===== src/rtl/jogo_pkg.sv =====
// Shared definitions for the naval-battle game sequencer: state encoding,
// mode request codes and default game parameters.
package jogo_pkg;

  typedef enum logic [2:0] {
    DESLIGADO  = 3'd0,
    PREPARACAO = 3'd1,
    ATAQUE     = 3'd2,
    AGUARDA    = 3'd3,
    VITORIA    = 3'd4,
    DERROTA    = 3'd5
  } estado_t;

  // {ch7,ch6} mode switch codes; both 00 and 11 mean "off"
  localparam logic [1:0] MODO_OFF     = 2'b00;
  localparam logic [1:0] MODO_PREP    = 2'b01;
  localparam logic [1:0] MODO_ATAQUE  = 2'b10;
  localparam logic [1:0] MODO_OFF_ALT = 2'b11;

  localparam int VIDAS_INICIAIS_PADRAO = 3;
  localparam int ALVOS_PADRAO          = 7;
  localparam int TIMEOUT_PADRAO        = 16;
  localparam int DIV_PISCA_PADRAO      = 4;

  localparam logic [5:0] TIROS_MAX = 6'd63;

  function automatic logic pedido_desligar(input logic [1:0] modo);
    return (modo == MODO_OFF) || (modo == MODO_OFF_ALT);
  endfunction

endpackage


===== src/rtl/controlador_jogo_temporizador_disparo.sv =====
// Loadable up-counter that stops at a limit and flags expiry. Used as the
// shot-verdict timeout and, reloaded on every expiry, as the blink divider.
module temporizador_disparo #(
  parameter int W = 8
) (
  input  logic         clock,
  input  logic         reset,
  input  logic         carregar,
  input  logic [W-1:0] limite,
  output logic         expirou
);

  logic [W-1:0] contagem;

  assign expirou = (contagem == limite);

  // Restart from zero on load, otherwise count up and hold at the limit
  always_ff @(posedge clock or posedge reset) begin
    if (reset) begin
      contagem <= '0;
    end else if (carregar) begin
      contagem <= '0;
    end else if (!expirou) begin
      contagem <= contagem + W'(1);
    end
  end

endmodule


===== src/rtl/controlador_jogo.sv =====
// Central game sequencer: gates map loading, issues one shot request per
// confirmed attack, waits for the attack manager's verdict, owns the lives,
// hit and shot counters and declares win or loss.
//
// Handshake: confirmar is a one-cycle pulse sampled on the clock edge; the
// resulting carregar_mapa or disparo_req is a registered one-cycle pulse in
// the following cycle. After disparo_req the block holds ocupado until a
// one-cycle res_valido strobe (res_acerto/res_repetido qualified by it) or
// until the timeout expires; no new shot is accepted while ocupado is high.
module controlador_jogo
  import jogo_pkg::*;
#(
  parameter int VIDAS_INICIAIS = VIDAS_INICIAIS_PADRAO,
  parameter int ALVOS          = ALVOS_PADRAO,
  parameter int TIMEOUT        = TIMEOUT_PADRAO,
  parameter int DIV_PISCA      = DIV_PISCA_PADRAO
) (
  input  logic       clock,
  input  logic       reset,
  input  logic [1:0] modo_req,
  input  logic       confirmar,
  input  logic       mapa_valido,
  input  logic       res_valido,
  input  logic       res_acerto,
  input  logic       res_repetido,
  output logic       desligado,
  output logic       preparacao,
  output logic       ataque,
  output logic       vitoria,
  output logic       derrota,
  output logic       carregar_mapa,
  output logic       disparo_req,
  output logic       ocupado,
  output logic       erro_timeout,
  output logic [1:0] vida,
  output logic [3:0] acertos,
  output logic [5:0] tiros,
  output logic       ligar_matriz,
  output logic       piscar
);

  estado_t    estado, estado_prox, destino;
  logic [1:0] vida_prox;
  logic [3:0] acertos_prox;
  logic [5:0] tiros_prox;
  logic       mapa_carregado, mapa_prox;
  logic       erro_prox, carregar_prox, disparo_prox, piscar_prox;
  logic       contou, contou_prox;      // last shot actually incremented tiros
  logic       carrega_timer, timer_expirou;
  logic       fim, fim_prox;
  logic       pisca_expirou, pisca_carregar;

  assign fim            = (estado == VITORIA) || (estado == DERROTA);
  assign fim_prox       = (estado_prox == VITORIA) || (estado_prox == DERROTA);
  assign pisca_carregar = pisca_expirou || !fim;

  temporizador_disparo #(.W(8)) u_timeout (
    .clock    (clock),
    .reset    (reset),
    .carregar (carrega_timer),
    .limite   (8'(TIMEOUT - 1)),
    .expirou  (timer_expirou)
  );

  temporizador_disparo #(.W(DIV_PISCA)) u_pisca (
    .clock    (clock),
    .reset    (reset),
    .carregar (pisca_carregar),
    .limite   ({DIV_PISCA{1'b1}}),
    .expirou  (pisca_expirou)
  );

  // State register
  always_ff @(posedge clock or posedge reset) begin
    if (reset) estado <= DESLIGADO;
    else       estado <= estado_prox;
  end

  // Next state, counter updates and pulse requests
  always_comb begin
    estado_prox   = estado;
    vida_prox     = vida;
    acertos_prox  = acertos;
    tiros_prox    = tiros;
    mapa_prox     = mapa_carregado;
    erro_prox     = erro_timeout;
    contou_prox   = contou;
    carregar_prox = 1'b0;
    disparo_prox  = 1'b0;
    carrega_timer = 1'b0;
    // A pending return to preparation is honoured once the shot resolves
    destino       = (modo_req == MODO_PREP) ? PREPARACAO : ATAQUE;

    if (pedido_desligar(modo_req)) begin
      // Off wins over everything, including a verdict in the same cycle
      estado_prox  = DESLIGADO;
      vida_prox    = 2'd0;
      acertos_prox = 4'd0;
      tiros_prox   = 6'd0;
      mapa_prox    = 1'b0;
    end else begin
      case (estado)
        DESLIGADO: begin
          if (modo_req == MODO_PREP) begin
            estado_prox = PREPARACAO;
            vida_prox   = 2'(VIDAS_INICIAIS);
          end
        end
        PREPARACAO: begin
          if (confirmar && mapa_valido) begin
            carregar_prox = 1'b1;
            mapa_prox     = 1'b1;
          end
          if ((modo_req == MODO_ATAQUE) && mapa_carregado) estado_prox = ATAQUE;
        end
        ATAQUE: begin
          if (modo_req == MODO_PREP) begin
            estado_prox = PREPARACAO;
          end else if (confirmar) begin
            disparo_prox  = 1'b1;
            erro_prox     = 1'b0;
            carrega_timer = 1'b1;
            estado_prox   = AGUARDA;
            contou_prox   = (tiros != TIROS_MAX);
            if (tiros != TIROS_MAX) tiros_prox = tiros + 6'd1;
          end
        end
        AGUARDA: begin
          if (res_valido) begin
            if (res_repetido) begin
              // A repeated cell costs nothing: undo the shot count
              if (contou) tiros_prox = tiros - 6'd1;
              estado_prox = destino;
            end else if (res_acerto) begin
              acertos_prox = acertos + 4'd1;
              estado_prox  = (acertos_prox == 4'(ALVOS)) ? VITORIA : destino;
            end else begin
              if (vida != 2'd0) vida_prox = vida - 2'd1;
              estado_prox = (vida_prox == 2'd0) ? DERROTA : destino;
            end
          end else if (timer_expirou) begin
            erro_prox   = 1'b1;
            estado_prox = destino;
          end
        end
        VITORIA, DERROTA: begin
          estado_prox = estado;
        end
        default: begin
          estado_prox = DESLIGADO;
        end
      endcase
    end

    // Blink phase restarts low on entering an end state
    piscar_prox = fim_prox && fim && (piscar ^ pisca_expirou);
  end

  // Counters, flags and registered pulses
  always_ff @(posedge clock or posedge reset) begin
    if (reset) begin
      vida           <= 2'd0;
      acertos        <= 4'd0;
      tiros          <= 6'd0;
      mapa_carregado <= 1'b0;
      erro_timeout   <= 1'b0;
      contou         <= 1'b0;
      carregar_mapa  <= 1'b0;
      disparo_req    <= 1'b0;
      piscar         <= 1'b0;
    end else begin
      vida           <= vida_prox;
      acertos        <= acertos_prox;
      tiros          <= tiros_prox;
      mapa_carregado <= mapa_prox;
      erro_timeout   <= erro_prox;
      contou         <= contou_prox;
      carregar_mapa  <= carregar_prox;
      disparo_req    <= disparo_prox;
      piscar         <= piscar_prox;
    end
  end

  assign desligado    = (estado == DESLIGADO);
  assign preparacao   = (estado == PREPARACAO);
  assign ataque       = (estado == ATAQUE) || (estado == AGUARDA);
  assign vitoria      = (estado == VITORIA);
  assign derrota      = (estado == DERROTA);
  assign ocupado      = (estado == AGUARDA);
  assign ligar_matriz = (preparacao || ataque) && (vida != 2'd0);

endmodule


===== config.mk =====
export PLATFORM = sky130hd
export DESIGN_NAME = controlador_jogo
export DESIGN_NICKNAME = d
export VERILOG_FILES = /design/src/rtl/jogo_pkg.sv /design/src/rtl/controlador_jogo_temporizador_disparo.sv /design/src/rtl/controlador_jogo.sv
export SDC_FILE = /design/constraint.sdc
export NUM_CORES = 1
export LEC_CHECK = 0
export CORE_MARGIN = 5
export CORE_UTILIZATION = 45
export CTS_CLUSTER_SIZE = 28
export DETAILED_ROUTE_END_ITERATION = 10
export GPL_TIMING_DRIVEN = 1
export PLACE_DENSITY = 0.69
export SYNTH_ARGS = -nofsm -noshare
export SYNTH_HDL_FRONTEND = slang
export SYNTH_SLANG_ARGS = --single-unit
export TNS_END_PERCENT = 30

===== constraint.sdc =====
create_clock -name clock -period 3 [get_ports clock]
set_clock_uncertainty 0.15 [all_clocks]
set_input_delay 0.45 -clock clock [delete_from_list [all_inputs] [get_ports clock]]
set_output_delay 0.45 -clock clock [all_outputs]
set_load 0.01 [all_outputs]

==> impl_metrics.json, run 1 <==
{
  "antenna_found_initial": 0,
  "maxSlewHeadroom_pct": 71.25,
  "worst_path_max_delay_cell": "dfrtp_1",
  "clk_latency_ns": 0.29,
  "coreArea_um2": 4086,
  "port_buffers": 31,
  "finalSetupViolCount": 0,
  "ys_types": 51,
  "timing.hold.ws_ns": 0.3168,
  "grt_first_pass_wirelength_um": 6969,
  "synthToLayoutAreaGrowth_pct": 23.64,
  "fin_nets": 258,
  "cellLeakagePower_nw": 1.111,
  "slowest_delay_ns": 0.54,
  "ir_drop_mv": 0.3692,
  "overflow": 0,
  "netlist_area_um2": 1937,
  "worstSetupPathType": "reg2reg",
  "numCtsBuffers": 5,
  "synthFlopType": "dfrtp_1",
  "yosys_warnings": 0,
  "synthCells": 201,
  "crit_chain": "nand3b_1 > inv_2 > ha_1 > a211oi_1 > nor2_1 > a31oi_1 > a2111oi_4 > a211o_1",
  "post-place-ws_ns": 0.2717,
  "async_flop_share_pct": 100.0,
  "rows": 23,
  "ys_ff_latch": 33,
  "cts_tree": "built",
  "cp_data_required_time_ns": 3.03,
  "start_kind": "flop",
  "fp.dieArea_um2": 5716,
  "postSynthAreaPerCell_um2": 9.636,
  "maxCapViolations": 0,
  "synth_edf_count": 0,
  "via_count": 1580,
  "hold_buffers": 0,
  "cp_top_family": "compound AO/OA/AOI/OAI gates",
  "synth_top_area_cell": "dfrtp_1",
  "netlist.area_leader.share_pct": 42.64,
  "seq_area_frac_synth_pct": 42.64,
  "cts_resized": 0,
  "fin_crit_ns": 2.480,
  "grt_max_degree": 34,
  "fin_cells": 289,
  "grt_pass1_vias": 1442,
  "path_buf_inv": 1,
  "gp_congestion": 0.8144,
  "rsz0062_at_grt": "no",
  "syn_nets": 221,
  "floorplan.initialDensity_pct": 47.40,
  "dr.first_iter.drc_count": 135,
  "worst_pin_slew_ns": 0.4312,
  "die_w_um": 75.61,
  "hold_viol": 0,
  "hp-class": "reg2reg",
  "clock_sinks": 33,
  "layout_commonest_cell": "dfrtp_1",
  "via_per_inst": 5.467,
  "hpwl_um": 3059,
  "drt_pass1_iterations": 4,
  "route.detailed.drc": 0,
  "cts.clk_slew.worst_paths_ns": 0.07,
  "cp-end-kind": "flop",
  "slew_violations": 0,
  "most-common-layout-cells": "dfrtp_1, clkdlybuf4s50_1, nor2_1",
  "arrival_ns": 2.51,
  "diodes": 0,
  "outcome": "complete, no violations",
  "post-cts-setup-buffers": 0,
  "grt_usage_pct": 16.58,
  "routedWlPerCell_um": 14.40,
  "htreeDepth": 2,
  "finalPower_mw": 1.219,
  "design.portCount": 32,
  "tns_ns": 0,
  "die_h_um": 75.61,
  "drive_above_1_share_pct": 9.205,
  "drt_wl_total_um": 4161,
  "fmax_mhz": 403.3,
  "clock_path_buffers": 2,
  "synth_top_cells_by_area": "dfrtp_1, ha_1, nor2_1",
  "power_density_nw_per_um2": 509.2,
  "setup_slack_ns": 0.5203,
  "antenna_left": 0,
  "period_share_pct": 82.66,
  "crit_path_max_fanout": 11,
  "root_buffer": "clkbuf_8",
  "numPlacedInstances": 281
}
worst paths after layout:
| check | startpoint | end | slack, ns | depth (start not counted) |
|---|---|---|---|---|
| max | estado[1] | tiros[5] | 0.52 | 8 |
| min | u_pisca.contagem[0] | u_pisca.contagem[0] | 0.32 | 1 |
| max reg2reg | estado[1] | tiros[5] | 0.52 | 8 |
| min reg2reg | u_pisca.contagem[0] | u_pisca.contagem[0] | 0.32 | 1 |
| max in group asynchronous | reset | tiros[3] | 1.99 | 3 |
| min in group asynchronous | reset | u_timeout.contagem[0] | 0.41 | 3 |
cells by family after synthesis:
logic type               count (synthesis)  share of synthesized area (%)
XOR/XNOR                                11                          4.974
flip-flops                              33                          42.64
multiplexers                             2                          1.292
buffers and inverters                   19                          4.521
adder cells (fa/ha/maj)                 11                          7.494
AO/OA/AOI/OAI                           40                          15.76
AND/OR/NAND/NOR                         85                          23.32
state kept, by name (all words and copies together), names as in the netlist:
register	cells
erro_timeout	1
estado	3
mapa_carregado	1
vida	2
u_pisca.contagem	4
contou	1
tiros	6
acertos	4
piscar	1
carregar_mapa	1
u_timeout.contagem	8
disparo_req	1
cell type report:
| class | count | area [um2] |
|---|---|---|
| well taps | 50 | 62.56 |
| flip-flops and latches | 33 | 825.8 |
| inverters | 12 | 45.04 |
| multi-input cells | 149 | 1023 |
| clock buffers | 6 | 72.57 |
| clock inverters | 2 | 10.01 |
| fillers | 375 | 1692 |
| repair buffers | 37 | 355.3 |
through the flow:
step / utilization [%] / cell area [um2]
global placement: 56.58 / 2312
detailed placement: 56.58 / 2312
global route: 58.60 / 2395
CTS: 58.60 / 2395
finish: 58.60 / 2395
floorplan: - / 1937
worst register-to-register path, delay by kind of cell, from the launching register on:
family,cells,cell delay (ns)
AO/OA/AOI/OAI,4,0.96
AND/OR/NAND/NOR,2,0.33
flip-flops,1,0.54
buffers and inverters,1,0.14
adder cells (fa/ha/maj),1,0.25
where the power goes:
part / leakage [nW] / switching, mW / internal [mW] / total [mW]
Combinational: 0.622 / 0.158 / 0.159 / 0.318
Sequential: 0.444 / 0.0704 / 0.507 / 0.578
Clock: 0.0450 / 0.164 / 0.161 / 0.324
Total: 1.11 / 0.392 / 0.827 / 1.22
Yosys cell counts (2+ instances only):
library cell	count
a211oi_1	4
a21o_1	3
a21oi_1	7
a31oi_1	5
and3_1	4
buf_4	2
clkbuf_1	3
dfrtp_1	33
ha_1	10
inv_1	11
nand2_1	15
nand2b_1	5
nand3_1	8
nor2_1	26
nor2b_1	2
nor3_1	8
nor3b_2	2
nor4_1	2
o21ai_0	4
o22ai_1	2
o31ai_1	2
or3_1	5
xnor2_1	4
xor2_1	7
per-layer routing:
layer	share of wire, %	vias to the layer above	global-route usage, %	routed length, um
met5	0	-	0	0
met4	1.8	0	6.990	75
met3	4.3	6	4.617	178
met2	46	26	25.98	1905
met1	48	755	21.56	2002
li1	-	793	-	-
(Power assumes the default switching activity.)
==> run 2: changes to the inputs <==
- PLACE_DENSITY: 0.69 -> 0.72
- clock period: 3 -> 2.2 ns (I/O delays scaled with it)
==> run 2 against run 1 <==
  * The flow now finishes with violations (negative setup slack)
  * Hold slack worse by 0.035 ns
  * Critical endpoint unchanged
  * Sequential share of layout area down 2.9 points
  * Largest cell class unchanged
  * Worst setup slack worse by 0.54 ns
  * Cell area up 9.1%
==> impl_metrics.json, run 2 (synthesis results as in run 1) <==
{
  "hp-class": "in2async",
  "via_count": 1642,
  "grt_first_pass_wirelength_um": 7314,
  "crit_path_max_fanout": 8,
  "period_share_pct": 100.8,
  "gp_congestion": 0.8392,
  "die_h_um": 75.61,
  "die_w_um": 75.61,
  "route.detailed.drc": 0,
  "root_buffer": "clkbuf_8",
  "clock_sinks": 33,
  "reg_top3": "u_timeout.contagem (8), tiros (6)",
  "cp-end-kind": "flop",
  "clk_latency_ns": 0.29,
  "coreArea_um2": 4086,
  "path_depth": 7,
  "crit_chain": "nand3b_1 > clkinv_4 > ha_1 > or3_1 > o32a_2 > a2111oi_4 > a211o_1",
  "p_sw_share_pct": 31.42,
  "pwr-share-clk_pct": 26.6,
  "arrival_ns": 2.30,
  "synthToLayoutAreaGrowth_pct": 34.88,
  "port_buffers": 31,
  "cts.clk_slew.worst_paths_ns": 0.07,
  "combPwrFrac_pct": 27.4,
  "worstSetupPathType": "reg2reg",
  "cp_top_family": "compound AO/OA/AOI/OAI gates",
  "outcome": "complete, but fails checks",
  "routedWlPerCell_um": 13.85,
  "rsz0062_at_grt": "yes",
  "drt_wl_total_um": 4251,
  "cellLeakagePower_nw": 1.249,
  "worst_path_max_delay_cell": "dfrtp_1",
  "timing.hold.ws_ns": 0.2820,
  "fin_crit_ns": 2.218,
  "drt_pass1_iterations": 4,
  "most-common-layout-cells": "dfrtp_1, clkdlybuf4s50_1, buf_4",
  "numPlacedInstances": 298,
  "grt_pass1_vias": 1597,
  "setup_slack_ns": -0.01804,
  "ff2ff_path_depth": 7,
  "slowest_delay_ns": 0.38,
  "fillers": 349,
  "grt_max_degree": 34,
  "antenna_left": 0,
  "numCtsBuffers": 5,
  "maxSlewHeadroom_pct": 72.25,
  "fin_nets": 277,
  "finalSetupViolCount": 1,
  "fmax_mhz": 450.8,
  "ir_drop_mv": 0.4266,
  "switchingPower_mw": 0.5449,
  "maxCapViolations": 0,
  "floorplan.initialDensity_pct": 47.40,
  "overflow": 0,
  "internal_power_mw": 1.189,
  "antenna_found_initial": 0,
  "fin_cells": 307,
  "top_register": "u_timeout.contagem",
  "start_kind": "flop",
  "rows": 23,
  "worst_pin_slew_ns": 0.4162,
  "diodes": 0,
  "power_density_nw_per_um2": 663.9,
  "htreeDepth": 2,
  "via_per_inst": 5.349,
  "p_seq_share_pct": 46.0,
  "cp_data_required_time_ns": 2.28,
  "slew_violations": 0,
  "layout_commonest_cell": "dfrtp_1",
  "drive_above_1_share_pct": 18.68,
  "clock_path_buffers": 2,
  "cts_tree": "built",
  "fp.dieArea_um2": 5716,
  "largest_reg_flops": 8,
  "dr.first_iter.drc_count": 98,
  "violations": "negative setup slack",
  "design.portCount": 32,
  "path_buf_inv": 1,
  "hpwl_um": 3175,
  "grt_usage_pct": 16.99,
  "hold_viol": 0
}
[run 2: area by class of cell]
cell class | instances | area (um2) | area share, %
timing repair buffer | 56 | 501.7 | 19.20
multi-input combinational | 149 | 1086 | 41.57
sequential | 33 | 825.8 | 31.61
inverter | 12 | 50.05 | 1.916
tap | 50 | 62.56 | 2.395
clock buffer | 7 | 86.33 | 3.305
[run 2: timing repair]
action,4_1_cts,5_1_grt
gates resized for setup,1,7
hold endpoints to repair,0,0
hold buffers,0,0
pin swaps,0,2
setup endpoints to repair,2,5
buffers inserted,1,1
[run 2: final timing paths]
path / slack, ns / to / startpoint
min in group clock: 0.31 / u_pisca.contagem[0] / u_pisca.contagem[0]
hold / removal: 0.28 / carregar_mapa / reset
max in group asynchronous: 1.32 / erro_timeout / reset
setup reg to reg: -0.02 / tiros[5] / estado[1]
hold reg to reg: 0.31 / u_pisca.contagem[0] / u_pisca.contagem[0]
setup / recovery: -0.02 / tiros[5] / estado[1]
[run 2: per-stage QoR]
step | total power, mW | cell area [um2] | setup TNS, ns | worst slack (ns) | utilization, %
floorplan | 1.097 | 1991 | -0.03649 | -0.03649 | -
CTS | 1.743 | 2586 | -0.05239 | -0.05239 | 63.29
detailed placement | 1.276 | 2494 | -1.191 | -0.1833 | 61.02
global placement | 1.265 | 2494 | -0.7445 | -0.1365 | 61.02
finish | 1.734 | 2613 | -0.01804 | -0.01804 | 63.93
global route | 1.842 | 2613 | -0.2538 | -0.1301 | 63.93
[run 2: worst min-delay path, stage by stage]
cell	delay [ns]
clkdlybuf4s50_1	0.39
inv_1	0.05
buf_4	0.37
[run 2: layer usage]
metal	up-vias	share of wire (%)	track usage, %	wire length, um
met4	0	1.6	5.825	69
met3	6	3.2	3.958	134
met2	24	47	27.52	1992
met1	783	48	22.35	2054
li1	829	-	-	-
met5	-	0	0	0
[run 2: power by group through the flow]
stage / registers (mW) / clock network [mW] / logic, mW
floorplan: 0.799 / 0 / 0.298
global placement: 0.801 / 0 / 0.464
detailed placement: 0.806 / 0 / 0.471
CTS: 0.795 / 0.474 / 0.474
global route: 0.816 / 0.493 / 0.533
finish: 0.797 / 0.462 / 0.475
